==> src/rtl/pipe_stage_skid.sv <==
`default_nettype none
// ============================================================================
// Module   : pipe_stage_skid
// Purpose  : Generic pipeline stage register: valid/ready handshake, 2-entry
//            skid buffer, flush, debug step gating and sticky halt capture.
// Revision : 1.0 - initial release
// ============================================================================
module pipe_stage_skid #(
    parameter int DATA_W   = 197,
    parameter int CTRL_W   = 10,
    parameter int HALT_BIT = 9
) (
    input  logic              i_clk,
    input  logic              i_reset,
    input  logic              i_step,
    input  logic              i_flush,
    input  logic              i_valid,
    output logic              o_ready,
    input  logic [DATA_W-1:0] i_data,
    input  logic [CTRL_W-1:0] i_ctrl,
    output logic              o_valid,
    input  logic              i_ready,
    output logic [DATA_W-1:0] o_data,
    output logic [CTRL_W-1:0] o_ctrl,
    output logic [1:0]        o_count,
    output logic              o_halted
);

    logic              r_main_valid;
    logic [DATA_W-1:0] r_main_data;
    logic [CTRL_W-1:0] r_main_ctrl;
    logic              r_skid_valid;
    logic [DATA_W-1:0] r_skid_data;
    logic [CTRL_W-1:0] r_skid_ctrl;
    logic              r_halted;

    logic w_acc_in;
    logic w_acc_out;

    // Ready depends only on state and step, never on i_valid/i_ready,
    // so no combinational loop can form across chained stages.
    assign o_ready   = i_reset & i_step & ~r_skid_valid & ~r_halted;
    assign w_acc_in  = i_valid & o_ready;
    assign w_acc_out = r_main_valid & i_ready & i_step;

    assign o_valid  = r_main_valid;
    assign o_data   = r_main_data;
    assign o_ctrl   = r_main_ctrl & {CTRL_W{r_main_valid}};
    assign o_count  = {r_main_valid & r_skid_valid, r_main_valid ^ r_skid_valid};
    assign o_halted = r_halted;

    always_ff @(posedge i_clk or negedge i_reset) begin
        if (!i_reset) begin
            r_main_valid <= 1'b0;
            r_main_data  <= '0;
            r_main_ctrl  <= '0;
            r_skid_valid <= 1'b0;
            r_skid_data  <= '0;
            r_skid_ctrl  <= '0;
            r_halted     <= 1'b0;
        end else begin
            // A halt beat leaving the stage is captured even under flush:
            // downstream has already taken it.
            if (w_acc_out && r_main_ctrl[HALT_BIT])
                r_halted <= 1'b1;

            if (i_flush) begin
                r_main_valid <= 1'b0;
                r_main_ctrl  <= '0;
                r_skid_valid <= 1'b0;
                r_skid_ctrl  <= '0;
            end else if (w_acc_in && w_acc_out) begin
                r_main_data <= i_data;
                r_main_ctrl <= i_ctrl;
            end else if (w_acc_in) begin
                if (r_main_valid) begin
                    r_skid_valid <= 1'b1;
                    r_skid_data  <= i_data;
                    r_skid_ctrl  <= i_ctrl;
                end else begin
                    r_main_valid <= 1'b1;
                    r_main_data  <= i_data;
                    r_main_ctrl  <= i_ctrl;
                end
            end else if (w_acc_out) begin
                if (r_skid_valid) begin
                    r_main_data  <= r_skid_data;
                    r_main_ctrl  <= r_skid_ctrl;
                    r_skid_valid <= 1'b0;
                    r_skid_ctrl  <= '0;
                end else begin
                    r_main_valid <= 1'b0;
                end
            end
        end
    end

endmodule
`default_nettype wire

==> config.mk <==
export PLATFORM = sky130hd
export DESIGN_NAME = pipe_stage_skid
export DESIGN_NICKNAME = d
export VERILOG_FILES = /design/src/rtl/pipe_stage_skid.sv
export SDC_FILE = /design/constraint.sdc
export NUM_CORES = 1
export LEC_CHECK = 0
export CORE_MARGIN = 3
export CORE_UTILIZATION = 53
export CTS_BUF_LIST = sky130_fd_sc_hd__clkbuf_8 sky130_fd_sc_hd__clkbuf_16
export DETAILED_ROUTE_END_ITERATION = 12
export GPL_ROUTABILITY_DRIVEN = 0
export PLACE_DENSITY = 0.88
export SLEW_MARGIN = 20
export SYNTH_ARGS = -nofsm -noshare
export SYNTH_HDL_FRONTEND = slang
export SYNTH_SLANG_ARGS = --single-unit
export TNS_END_PERCENT = 100
==> constraint.sdc <==
create_clock -name i_clk -period 3.7 [get_ports i_clk]
set_input_delay 0.74 -clock i_clk [delete_from_list [all_inputs] [get_ports i_clk]]
set_output_delay 0.74 -clock i_clk [all_outputs]
set_load 0.01 [all_outputs]
== Word level (Yosys, flattened, before mapping) ==
Index checks and enable logic that the tools add are counted.
Widths: inputs -> output; s select.

* Register bits after elaboration: 417

* Equal/unequal tests: 5
* Multiplexer cells: 27
* Bitwise operators: 13
* Reductions and logical operators: 14

{| class="wikitable"
|+ Operators with widths
! kind !! count
|-
| $mux 197 || 5
|-
| $mux 10 || 12
|-
| $reduce_and 4->1 || 3
|-
| $reduce_bool 3->1 || 4
|-
| $and 10x10->10 || 1
|-
| $mux 1 || 10
|-
| $reduce_and 3->1 || 3
|-
| $reduce_bool 4->1 || 2
|-
| $and 1x1->1 || 7
|-
| $ne 3x2->1 const B || 2
|-
| $ne 4x3->1 const B || 1
|-
| $not 1->1 || 4
|-
| $ne 3x3->1 const B || 1
|-
| $logic_and 1x1->1 || 2
|-
| $ne 2x2->1 const B || 1
|-
| $xor 1x1->1 || 1
|}

== Depth between registers and ports, before layout ==
Gate-level depths: netlist (run 1).

* Depth after elaboration: 7
* Depth in mapped cells: 8
* Depth with buffers taken out: 5

== Least setup slack after synthesis (run 1) ==
OpenSTA, ideal clock, no wires.

* Path type: input-to-reg
* Start point: input port i_step
* End point: register r_skid_data[100]
* Library setup time: 0.125 ns
* Arrival time: 2.003 ns
* Path slack: 1.572 ns
* Stages: 8
* Cells stage by stage: nand4bb_1 inv_2 and2_1 nand4b_1 buf_2 buf_6 buf_6 mux2_4

* Word-level cells in the longest chain between the ends: 7
* Elaborated cells between the ends (all ways): 8

{| class="wikitable"
|+ RTL lines
! element !! line !! RTL
|-
| from (decl) || 15 || <nowiki>input logic i_step,</nowiki>
|-
| $and 1x1->1 * (3 in series) || 42 || <nowiki>assign o_ready = i_reset & i_step & ~r_skid_valid & ~r_halted;</nowiki>
|-
| net o_ready || 18 || <nowiki>output logic o_ready,</nowiki>
|-
| $and 1x1->1 * || 43 || <nowiki>assign w_acc_in = i_valid & o_ready;</nowiki>
|-
| $logic_and 1x1->1 || 72 || <nowiki>end else if (w_acc_in && w_acc_out) begin</nowiki>
|-
| $not 1->1 (no source line) || n/a ||
|-
| $reduce_and 4->1 (no source line) * || n/a ||
|-
| to (signal assigned) || 78 || <nowiki>r_skid_data <= i_data;</nowiki>
|-
| to (decl) || 33 || <nowiki>logic [DATA_W-1:0] r_skid_data;</nowiki>
|}

Mark *: on every way through the listed nets, which the timed path passes. The rest lies on a longest branch.
A chain may end at the register's enable or synchronous reset.

== Worst setup path after layout (run 1) ==
* Start point: input port i_step
* End point: output port o_ready

* Word-level cells in the longest chain between the ends: 3

{| class="wikitable"
|+ RTL lines
! element !! line
|-
| $and 1x1->1 (3 in series) || 42
|-
| to (decl) || 18
|}

Every way passes these cells.

==> results of run 1 <==
## cell families (layout without fill, tap and decap cells)
group | count (synthesis) | after routing | share of synthesized area [%]
other | 0 | 5 | 0
AND/OR/NAND/NOR | 31 | 31 | 0.981
AO/OA/AOI/OAI | 444 | 444 | 19.2
multiplexers | 197 | 197 | 15.7
buffers and inverters | 116 | 527 | 3.35
flip-flops | 417 | 417 | 60.6
adder cells (fa/ha/maj) | 1 | 1 | 0.0727
## layout make-up
| cell class | instances | area (um2) |
|---|---|---|
| sequential | 417 | 10400 |
| fill | 1879 | 8480 |
| multi-input combinational | 673 | 6240 |
| timing repair buffer | 449 | 4590 |
| clock buffer | 55 | 1260 |
| tap | 435 | 544 |
| clock inverter | 22 | 225 |
| antenna | 5 | 12.5 |
| inverter | 1 | 3.75 |
## state kept, by name, summed over array words and instances (netlist names)
signal	flops
o_data	197
r_skid_data	197
r_main_ctrl	10
r_skid_ctrl	10
o_halted	1
o_valid	1
r_skid_valid	1
## layer usage
layer / vias to the layer above / GRT usage [%] / wire [um]
li1: 5445 / - / -
met2: 626 / 44.8 / 24300
met4: 6 / 11.6 / 1880
met5: - / 0 / 34
met3: 126 / 7.60 / 4530
met1: 6547 / 36.1 / 19400
## synthesized netlist by cell type
cell,instances
dfrtp_1,417
a2bb2oi_1,198
o22ai_1,197
mux2_4,130
mux2_2,67
clkbuf_1,62
buf_2,23
buf_1,15
buf_6,15
a21oi_1,13
and2_1,12
nand2_1,12
a22oi_1,10
o211ai_1,10
o2bb2ai_1,10
a21o_1,1
a21oi_2,1
a311oi_1,1
a31o_2,1
ha_1,1
inv_2,1
nand2_2,1
nand3_1,1
nand3b_1,1
nand4b_1,1
nand4bb_1,1
nor2_1,1
o21ai_0,1
o21ai_1,1
or3_1,1
## through the flow
stage	worst slack [ns]	power [mW]
2_1_floorplan	1.57	6.73
3_3_place_gp	0.693	8.29
3_5_place_dp	0.644	8.38
4_1_cts	0.749	12.9
5_1_grt	0.656	13.3
6_report	0.739	12.9
## placed cells by master (no fill, tap or decap), drive strengths merged, types with 2 or more instances in the layout
cell / netlist / routed
clkdlybuf4s50: 0 / 423
dfrtp: 417 / 417
a2bb2oi: 198 / 198
o22ai: 197 / 197
mux2: 197 / 197
clkbuf: 62 / 55
buf: 53 / 26
a21oi: 14 / 14
nand2: 13 / 13
and2: 12 / 12
inv: 1 / 11
a22oi: 10 / 10
o2bb2ai: 10 / 10
o211ai: 10 / 10
clkinv: 0 / 6
diode: 0 / 5
bufinv: 0 / 5
o21ai: 2 / 2
## power breakdown
part	total (mW)	internal, mW	switching (mW)
logic	2.66	1.64	1.02
clock network	4.50	2.74	1.76
registers	5.71	5.25	0.461
## worst max-delay path: stages
cell	delay [ns]
clkdlybuf4s50_1	0.54
nand4bb_1	0.17
inv_2	0.16
clkdlybuf4s50_1	0.60
## path summary, 6_finish.rpt
check                                           start                           end  slack [ns]  cells past startpoint
hold / removal                                i_reset  r_skid_data[178]$_DFFE_PN0P_        0.06                      1
min in group i_clk         r_main_ctrl[3]$_DFFE_PN0P_    r_main_ctrl[3]$_DFFE_PN0P_        0.49                      1
max in group asynchronous                     i_reset   r_skid_data[77]$_DFFE_PN0P_        2.44                      2
setup / recovery                               i_step                       o_ready        0.74                      4
setup reg to reg                  o_valid$_DFFE_PN0P_        o_data[38]$_DFFE_PN0P_        1.15                      4
hold reg to reg            r_main_ctrl[3]$_DFFE_PN0P_    r_main_ctrl[3]$_DFFE_PN0P_        0.49                      1
==> metrics.md, run 1 <==
| Metric | Value |
|---|---|
| Status | finished, final reports clean |
| Syn_area_per_cell | 14.3 um2 |
| Worst skew pair latency | 0.53 ns |
| Syn nets | 1420 |
| Pwr dens | 552 nW/um2 |
| Count of final setup violators | 0 |
| Fin. Hold Viols | 0 |
| Initial Util | 54.1% |
| Hold_ws | 0.0612 ns |
| Die Ht | 186 um |
| # IOs | 425 |
| CP Launch Type | input pin |
| Crit path kind | in -> out |
| Antenna-violating nets left | 0 |
| Post-Syn Area | 17200 um2 |
| Setup TNS | 0 ns |
| Num CTS Buffers | 42 |
| Clk_skew | 0.0145 ns |
| Final-report max-slew violation count | 0 |
| Crit-path max FO | 5 |
| Placed instance count | 1974 |
| Post-layout util | 73.3% |
| I/O Buffers | 424 |
| Vias in the first global route | 13.4k |
| Area growth, synth to finish | 35.5% |
| Worst Setup End Kind | output pin |
| Layout net count | 1798 |
| Die area | 34700 um2 |
| Arrival time at the worst endpoint | 2.22 ns |
| Detailed Place HPWL | 31300 um |
| Area share of the largest cell type after synthesis | 60.6% |
| Seq/Total Area, Yosys | 60.6% |
| Layout cells sized above 1 | 18.3% |
| Initial antenna violation count | 7 |
| Worst vdd ir | 0.389 mV |
| Fmax | 0.338 GHz |
| Vias post-DR | 12.8k |
| Total congestion overflow | 0 |
| Synth warnings | 0 |
| Via-to-Cell Ratio | 6.20 |
| Die width | 186 um |
| Netlist cell types | 30 |
| Slew margin rel. | 38.3% |
| Max-cap violations | 0 |
| CTS Root Cell | clkbuf_16 |
| DRT iter0 DRCs | 830 |
| DRC Markers | 0 |
| Area contributors post-synth | dfrtp_1 (61%), mux2_4 (11%), a2bb2oi_1 (10%) |
| Clk buf depth | 3 |
| Setup bufs post-CTS | 0 |
| First-pass GRT wire length | 76500 um |
| Synth Instances | 1206 |
| Clk sinks | 417 |
| Final Cell Area | 23300 um2 |
| H-tree Lvls | 2 |
| Worst endpoint required time | 2.96 ns |
| Clk slew on worst S/H paths | 0.06 ns |
| Fin crit share | 80.0% |
| Finished Layout Cells | 2057 |
| Unrepaired setup endpoints after global routing | no |
| Drt pass-1 iters | 5 |
| LEAKAGE | 10.6 nW |
| DRT Wirelength | 50200 um |
| Row cnt | 65 |
| Avg WL per Cell | 24.4 um |
| Post_cts resized | 0 |
| GRT Util Overall | 27.9% |
| Actual slew at the worst max-slew pin | 0.925 ns |
| Post-synth top area cell | dfrtp_1 |
| CTS tree | yes |
| Register bit total from synthesis | 417 |
| Tightest Hold Check Type | in -> async |
| Hold_buf cts | 0 |
| Largest net degree at the start of global routing | 158 |
| Period minus WS final | 2.96 ns |
| Core Footprint | 31800 um2 |
| Post-DP Area | 21800 um2 |
No activity file was read; power rests on OpenSTA's default activity.
==> run 2: changes to the inputs <==
--- a/config.mk
+++ b/config.mk
@@ -6,11 +6,11 @@
 export NUM_CORES = 1
 export LEC_CHECK = 0
 export CORE_MARGIN = 3
-export CORE_UTILIZATION = 53
+export CORE_UTILIZATION = 45
 export CTS_BUF_LIST = sky130_fd_sc_hd__clkbuf_8 sky130_fd_sc_hd__clkbuf_16
 export DETAILED_ROUTE_END_ITERATION = 12
 export GPL_ROUTABILITY_DRIVEN = 0
-export PLACE_DENSITY = 0.88
+export PLACE_DENSITY = 0.8
 export SLEW_MARGIN = 20
 export SYNTH_ARGS = -nofsm -noshare
 export SYNTH_HDL_FRONTEND = slang
==> constraint.sdc (replaced) <==
create_clock -name i_clk -period 2.35 [get_ports i_clk]
set_input_delay 0.47 -clock i_clk [delete_from_list [all_inputs] [get_ports i_clk]]
set_output_delay 0.47 -clock i_clk [all_outputs]
set_load 0.01 [all_outputs]
==> metrics.md, run 2 (synthesized netlist as in run 1, its figures left out) <==
| Metric | Value |
|---|---|
| Status | finished, final reports clean |
| Die width | 202 um (+8.2%) |
| R2R Setup Slk | 0.38 ns (-0.77 ns) |
| Clk slew on worst S/H paths | 0.06 ns (about the same) |
| Clk_skew | 0.00998 ns (-0.00449 ns) |
| H-tree Lvls | 2 (unchanged) |
| Ant diodes | 0 (-5) |
| Largest net degree at the start of global routing | 185 (+17%) |
| Place WS | -0.0624 ns (-0.707 ns) |
| Tightest Hold Check Type | reg -> reg |
| Worst skew pair latency | 0.55 ns (+0.02 ns) |
| Post-DP Area | 22600 um2 (+3.5%) |
| First-pass GRT wire length | 78900 um (+3.2%) |
| Pwr dens | 841 nW/um2 (+52%) |
| Via-to-Cell Ratio | 5.85 (-5.6%) |
| Hold_ws | 0.488 ns (+0.427 ns) |
| CTS Root Cell | clkbuf_16 |
| DRT Wirelength | 49500 um (-1.2%) |
| Commonest cells after routing, fill and taps aside | clkdlybuf4s50_1 (421), dfrtp_1 (415), a2bb2oi_1 (198), o22ai_1 (197), mux2_4 (130) |
| Worst endpoint required time | 1.88 ns (-1.08 ns) |
| Slew margin rel. | 37.0% (-1.3 points) |
| I/O Buffers | 424 (unchanged) |
| Layout cells sized above 1 | 21.4% (+3.1 points) |
| Row cnt | 71 (+9.2%) |
| Worst Hold Depth | 1 |
| Drt pass-1 iters | 5 (unchanged) |
| R2r worst-path depth | 7 (+3) |
| Total congestion overflow | 0 (unchanged) |
| Final-report max-slew violation count | 0 (unchanged) |
| Initial antenna violation count | 0 (-7) |
| Area growth, synth to finish | 40.1% |
| Setup crit start | i_reset |
| Hold Path End | r_main_ctrl[4]$_DFFE_PN0P_ |
| Arrival time at the worst endpoint | 1.78 ns (-0.44 ns) |
| CTS tree | yes |
| Initial Util | 45.7% (-8.4 points) |
| Num CTS Buffers | 43 (+2.4%) |
| Crit-path max FO | 3 (-2) |
| Clk sinks | 417 (unchanged) |
| Clk buf depth | 3 (unchanged) |
| Final WS setup | 0.103 ns (-0.636 ns) |
| Final Cell Area | 24100 um2 (+3.4%) |
| Actual slew at the worst max-slew pin | 0.945 ns (+0.0199 ns) |
| Layout net count | 1851 (+2.9%) |
| Vias in the first global route | 13.6k (+1.1%) |
| Max-cap violations | 0 (unchanged) |
| Crit path kind | in -> out |
| GRT Util Overall | 24.0% (-3.9 points) |
| Worst vdd ir | 0.575 mV (+48%) |
| Die Ht | 202 um (+8.2%) |
| Vias post-DR | 12.8k (+0.12%) |
| Period minus WS final | 2.25 ns |
| Die area | 40600 um2 (+17%) |
| Avg WL per Cell | 22.7 um (-6.9%) |
| DRC Markers | 0 (unchanged) |
| Detailed Place HPWL | 32600 um (+4.2%) |
| Worst R2R End | r_skid_data[110]$_DFFE_PN0P_ |
| Fin. Hold Viols | 0 (unchanged) |
| Fmax | 0.445 GHz |
| Hold_sp | r_main_ctrl[4]$_DFFE_PN0P_ |
| LEAKAGE | 11.0 nW (+3.1%) |
| CP Launch Type | input pin |
| Most common cell after layout, fill and taps aside | clkdlybuf4s50_1 |
| Core Footprint | 37700 um2 (+18%) |
| Reg-to-Reg Start | r_skid_valid$_DFFE_PN0P_ |
| DRT iter0 DRCs | 808 (-2.7%) |
| Antenna-violating nets left | 0 (unchanged) |
| Fin crit share | 95.6% |
| Unrepaired setup endpoints after global routing | no |
| Worst Setup End Kind | output pin |
| Count of final setup violators | 0 (unchanged) |
| # IOs | 425 (unchanged) |
[run 2: changes by cell type in the layout (fill, tap and decap cells not counted), sizes merged]
cell           delta
dlygate4sd3       +1
inv               -6
diode             -5
bufinv            -2
buf              +51
clkinvlp          +2
clkdlybuf4s50     -2
dlygate4sd2       +2
clkinv            +7
[run 2: worst max path at each step]
| stage | endpoint | slack (ns) | cells past startpoint |
|---|---|---|---|
| detailed placement | r_skid_data[44]$_DFFE_PN0P_ | -0.06 | 8 |
| global placement | r_skid_data[51]$_DFFE_PN0P_ | -0.06 | 8 |
| floorplan | r_skid_data[100]$_DFFE_PN0P_ | 0.47 | 8 |
| global route | o_ready | 0.04 | 4 |
| finish | o_ready | 0.10 | 6 |
| CTS | o_ready | 0.07 | 4 |
[run 2: what timing repair did]
action                                 4_1_cts  5_1_grt
gates resized for setup                      4        1
setup buffers                                2        0
hold buffers                                 0        1
setup endpoints to repair                   14        1
endpoints found under the hold margin        0       47
[run 2: worst max-delay path, stage by stage]
cell and delay, ns:
dlygate4sd3_1 0.57, buf_8 0.14, nand4bb_4 0.11, inv_2 0.07, buf_4 0.13, dlygate4sd2_1 0.29
[run 2: metrics by stage]
step | util [%] | cells | setup TNS [ns] | power, mW
6_report | 64.0 | 2181 | 0 | 20.3
5_1_grt | 64.0 | 2181 | 0 | 21.1
4_1_cts | 63.9 | 2179 | 0 | 20.4
3_5_place_dp | 59.9 | 2099 | -2.31 | 13.3
3_3_place_gp | 59.9 | 2099 | -3.37 | 13.2
2_1_floorplan | - | 1206 | 0 | 10.6
[run 2: final cells by class]
cell class / count / area, um2
fillers: 2752 / 13600
flip-flops and latches: 417 / 10400
multi-input cells: 673 / 6260
repair buffers: 501 / 5300
clock buffers: 55 / 1260
well taps: 511 / 639
clock inverters: 23 / 211
inverters: 1 / 3.75
[run 2: layer usage]
metal  global-route usage (%)  part of all wire (%)  vias up  routed length [um]
met1                     32.4                    41     6589               20400
met2                     38.0                    48      537               23600
met4                     7.77                   2.8        0                1380
li1                         -                     -     5554                   -
met5                        0                     0        -                   0
met3                     6.39                   8.3       85                4090
[run 2: power by group]
group | total [mW] | switching [mW] | leakage, nW | internal, mW
Clock | 7.04 | 2.90 | 0.742 | 4.14
Combinational | 4.25 | 1.59 | 5.04 | 2.66
Sequential | 8.98 | 0.717 | 5.19 | 8.27
==> run 3: changes to the inputs <==
--- a/config.mk
+++ b/config.mk
@@ -5,7 +5,7 @@
 export SDC_FILE = /design/constraint.sdc
 export NUM_CORES = 1
 export LEC_CHECK = 0
-export CORE_MARGIN = 3
+export CORE_MARGIN = 2
 export CORE_UTILIZATION = 45
 export CTS_BUF_LIST = sky130_fd_sc_hd__clkbuf_8 sky130_fd_sc_hd__clkbuf_16
 export DETAILED_ROUTE_END_ITERATION = 12
==> metrics.md, run 3 (synthesized netlist as in run 1, its figures left out) <==
| Metric | Value |
|---|---|
| Hold_ws | 0.487 ns (-0.00145 ns) |
| Layout cells sized above 1 | 22.1% (+0.70 points) |
| Area growth, synth to finish | 40.5% |
| Switching Power | 5.18 mW (-0.36%) |
| Pint | 14.9 mW (-1.0%) |
| Critical path's top delay family | buffers and inverters |
| Die width | 200 um (-0.99%) |
| Max-cap violations | 0 (unchanged) |
| Gate power share | 21.1% (about the same) |
| Unrepaired setup endpoints after global routing | no |
| DRT Wirelength | 50900 um (+2.8%) |
| CP Launch Type | flip-flop |
| Arrival time at the worst endpoint | 1.83 ns (+0.05 ns) |
| Crit path cell chain | buf_12 -> and2_1 -> clkdlybuf4s50_1 |
| Clk sinks | 417 (unchanged) |
| Initial antenna violation count | 1 (+1) |
| Die Ht | 200 um (-0.99%) |
| # IOs | 425 (unchanged) |
| Most common cell after layout, fill and taps aside | clkdlybuf4s50_1 |
| I/O Buffers | 424 (unchanged) |
| Clk network pwr share | 34.1% (-0.6 points) |
| Worst path depth | 3 (-3) |
| Crit path kind | reg -> out |
| Worst R2R End | r_skid_data[43]$_DFFE_PN0P_ |
| Slew margin rel. | 31.1% (-5.9 points) |
| LEAKAGE | 11.1 nW (+1.4%) |
| Layout net count | 1877 (+1.4%) |
| CTS tree | yes |
| Clk_skew | 0.0242 ns (+0.0142 ns) |
| CTS Root Cell | clkbuf_16 |
| R2r worst-path depth | 7 (unchanged) |
| DRC Markers | 0 (unchanged) |
| CP Buf/Inv Count | 2 (-3) |
| Largest net degree at the start of global routing | 187 (+1.1%) |
| Placed instance count | 2121 (+1.0%) |
| Via-to-Cell Ratio | 5.87 (+0.28%) |
| Antenna-violating nets left | 0 (unchanged) |
| Crit-path max FO | 8 (+5) |
| Finished Layout Cells | 2206 (+1.1%) |
| Slowest cell on the critical path | clkdlybuf4s50_1 |
| Commonest cells after routing, fill and taps aside | clkdlybuf4s50_1 (418), dfrtp_1 (415), a2bb2oi_1 (198), o22ai_1 (197), mux2_4 (130) |
| Num CTS Buffers | 44 (+2.3%) |
| CP max stage delay | 0.53 ns (-0.04 ns) |
| Vias post-DR | 12.9k (+1.4%) |
| Core Footprint | 37700 um2 (unchanged) |
| Worst vdd ir | 0.618 mV (+7.6%) |
| Pwr dens | 831 nW/um2 (-1.2%) |
| Register share of total power | 44.8% (+0.5 points) |
| Worst Setup End Kind | output pin |
| Vias in the first global route | 13.8k (+1.6%) |
| Sw frac | 25.8% (+0.13 points) |
| Clk slew on worst S/H paths | 0.06 ns (about the same) |
| First-pass GRT wire length | 79000 um (about the same) |
| Tightest Hold Check Type | reg -> reg |
| Avg WL per Cell | 23.1 um (+1.6%) |
| Fin crit share | 97.8% (+2.2 points) |
| Setup crit start | o_valid$_DFFE_PN0P_ |
| Crit path to | o_ctrl[3] |
| Drt pass-1 iters | 7 (+2) |
| Reg-to-Reg Start | o_valid$_DFFE_PN0P_ |
| Total congestion overflow | 0 (unchanged) |
| Status | finished, final reports clean |
| Period minus WS final | 2.30 ns (+0.0518 ns) |
| Worst endpoint required time | 1.88 ns (about the same) |
| Final-report max-slew violation count | 0 (unchanged) |
| H-tree Lvls | 2 (unchanged) |
| Clk buf depth | 3 (unchanged) |
| Worst skew pair latency | 0.57 ns (+0.02 ns) |
| DRT iter0 DRCs | 785 (-2.8%) |
| GRT Util Overall | 25.2% (+1.3 points) |
| Detailed Place HPWL | 33500 um (+2.9%) |
| Initial Util | 45.7% (unchanged) |
| Count of final setup violators | 0 (unchanged) |
| R2R Setup Slk | 0.22 ns (-0.16 ns) |
| Die area | 39800 um2 (-2.0%) |
| Actual slew at the worst max-slew pin | 1.03 ns (+0.0891 ns) |
| Fmax | 0.435 GHz (-2.3%) |
| Row cnt | 71 (unchanged) |
| Fin. Hold Viols | 0 (unchanged) |
## run 3: changes by cell type in the layout (fill, tap and decap cells not counted), sizes merged
| cell | previous run | this run |
|---|---|---|
| buf | 77 | 102 |
| inv | 5 | 14 |
| clkinv | 13 | 8 |
| clkbuf | 55 | 51 |
| clkdlybuf4s50 | 421 | 418 |
| dlymetal6s2s | 0 | 3 |
| clkinvlp | 3 | 2 |
| diode | 0 | 1 |
## run 3: repair_timing
| action | 4_1_cts | 5_1_grt |
|---|---|---|
| hold buffers | 1 | 0 |
| buffers inserted | 4 | 1 |
| hold endpoints to repair | 33 | 0 |
| gates resized for setup | 5 | 3 |
| setup endpoints to repair | 14 | 5 |
## run 3: worst min path at each step
stage	startpoint	cells past startpoint	to
global placement	r_main_ctrl[6]$_DFFE_PN0P_	1	r_main_ctrl[6]$_DFFE_PN0P_
finish	r_main_ctrl[5]$_DFFE_PN0P_	1	r_main_ctrl[5]$_DFFE_PN0P_
global route	i_ctrl[9]	3	r_skid_ctrl[9]$_DFFE_PN0P_
floorplan	i_reset	0	o_data[0]$_DFFE_PN0P_
detailed placement	r_main_ctrl[8]$_DFFE_PN0P_	1	r_main_ctrl[8]$_DFFE_PN0P_
CTS	i_ctrl[9]	3	r_skid_ctrl[9]$_DFFE_PN0P_
## run 3: metal layers
layer  part of all wire (%)  GRT usage [%]  vias to the layer above
li1                       -              -                     5598
met1                     40           32.8                     6696
met2                     48           40.5                      558
met3                    8.5           7.00                       96
met4                    2.7           9.05                        0
met5                      0              0                        -
## run 3: power groups by stage
| stage | clock (mW) | sequential [mW] | combinational [mW] |
|---|---|---|---|
| 5_1_grt | 7.27 | 9.11 | 4.49 |
| 3_5_place_dp | 0 | 9.05 | 4.21 |
| 4_1_cts | 6.97 | 8.98 | 4.25 |
| 6_report | 6.85 | 9.01 | 4.24 |
| 3_3_place_gp | 0 | 9.04 | 4.11 |
| 2_1_floorplan | 0 | 9.25 | 1.34 |
## run 3: final cells by class
type                       instances  area, um2
inverter                           1       3.75
clock buffer                      51       1210
clock inverter                    26        204
antenna                            1       2.50
sequential                       417      10400
tap                              511        639
fill                            2708      13500
multi-input combinational        673       6260
timing repair buffer             526       5430
## run 3: through the flow
step	setup WS (ns)	utilization [%]	cell area (um2)	TNS [ns]	power (mW)
global route	0.000517	64.2	24200	0	20.9
floorplan	0.468	-	17200	0	10.6
detailed placement	-0.0788	60.2	22700	-8.73	13.3
finish	0.0509	64.2	24200	0	20.1
CTS	0.0219	64.1	24100	0	20.2
global placement	-0.0701	60.2	22700	-9.26	13.1
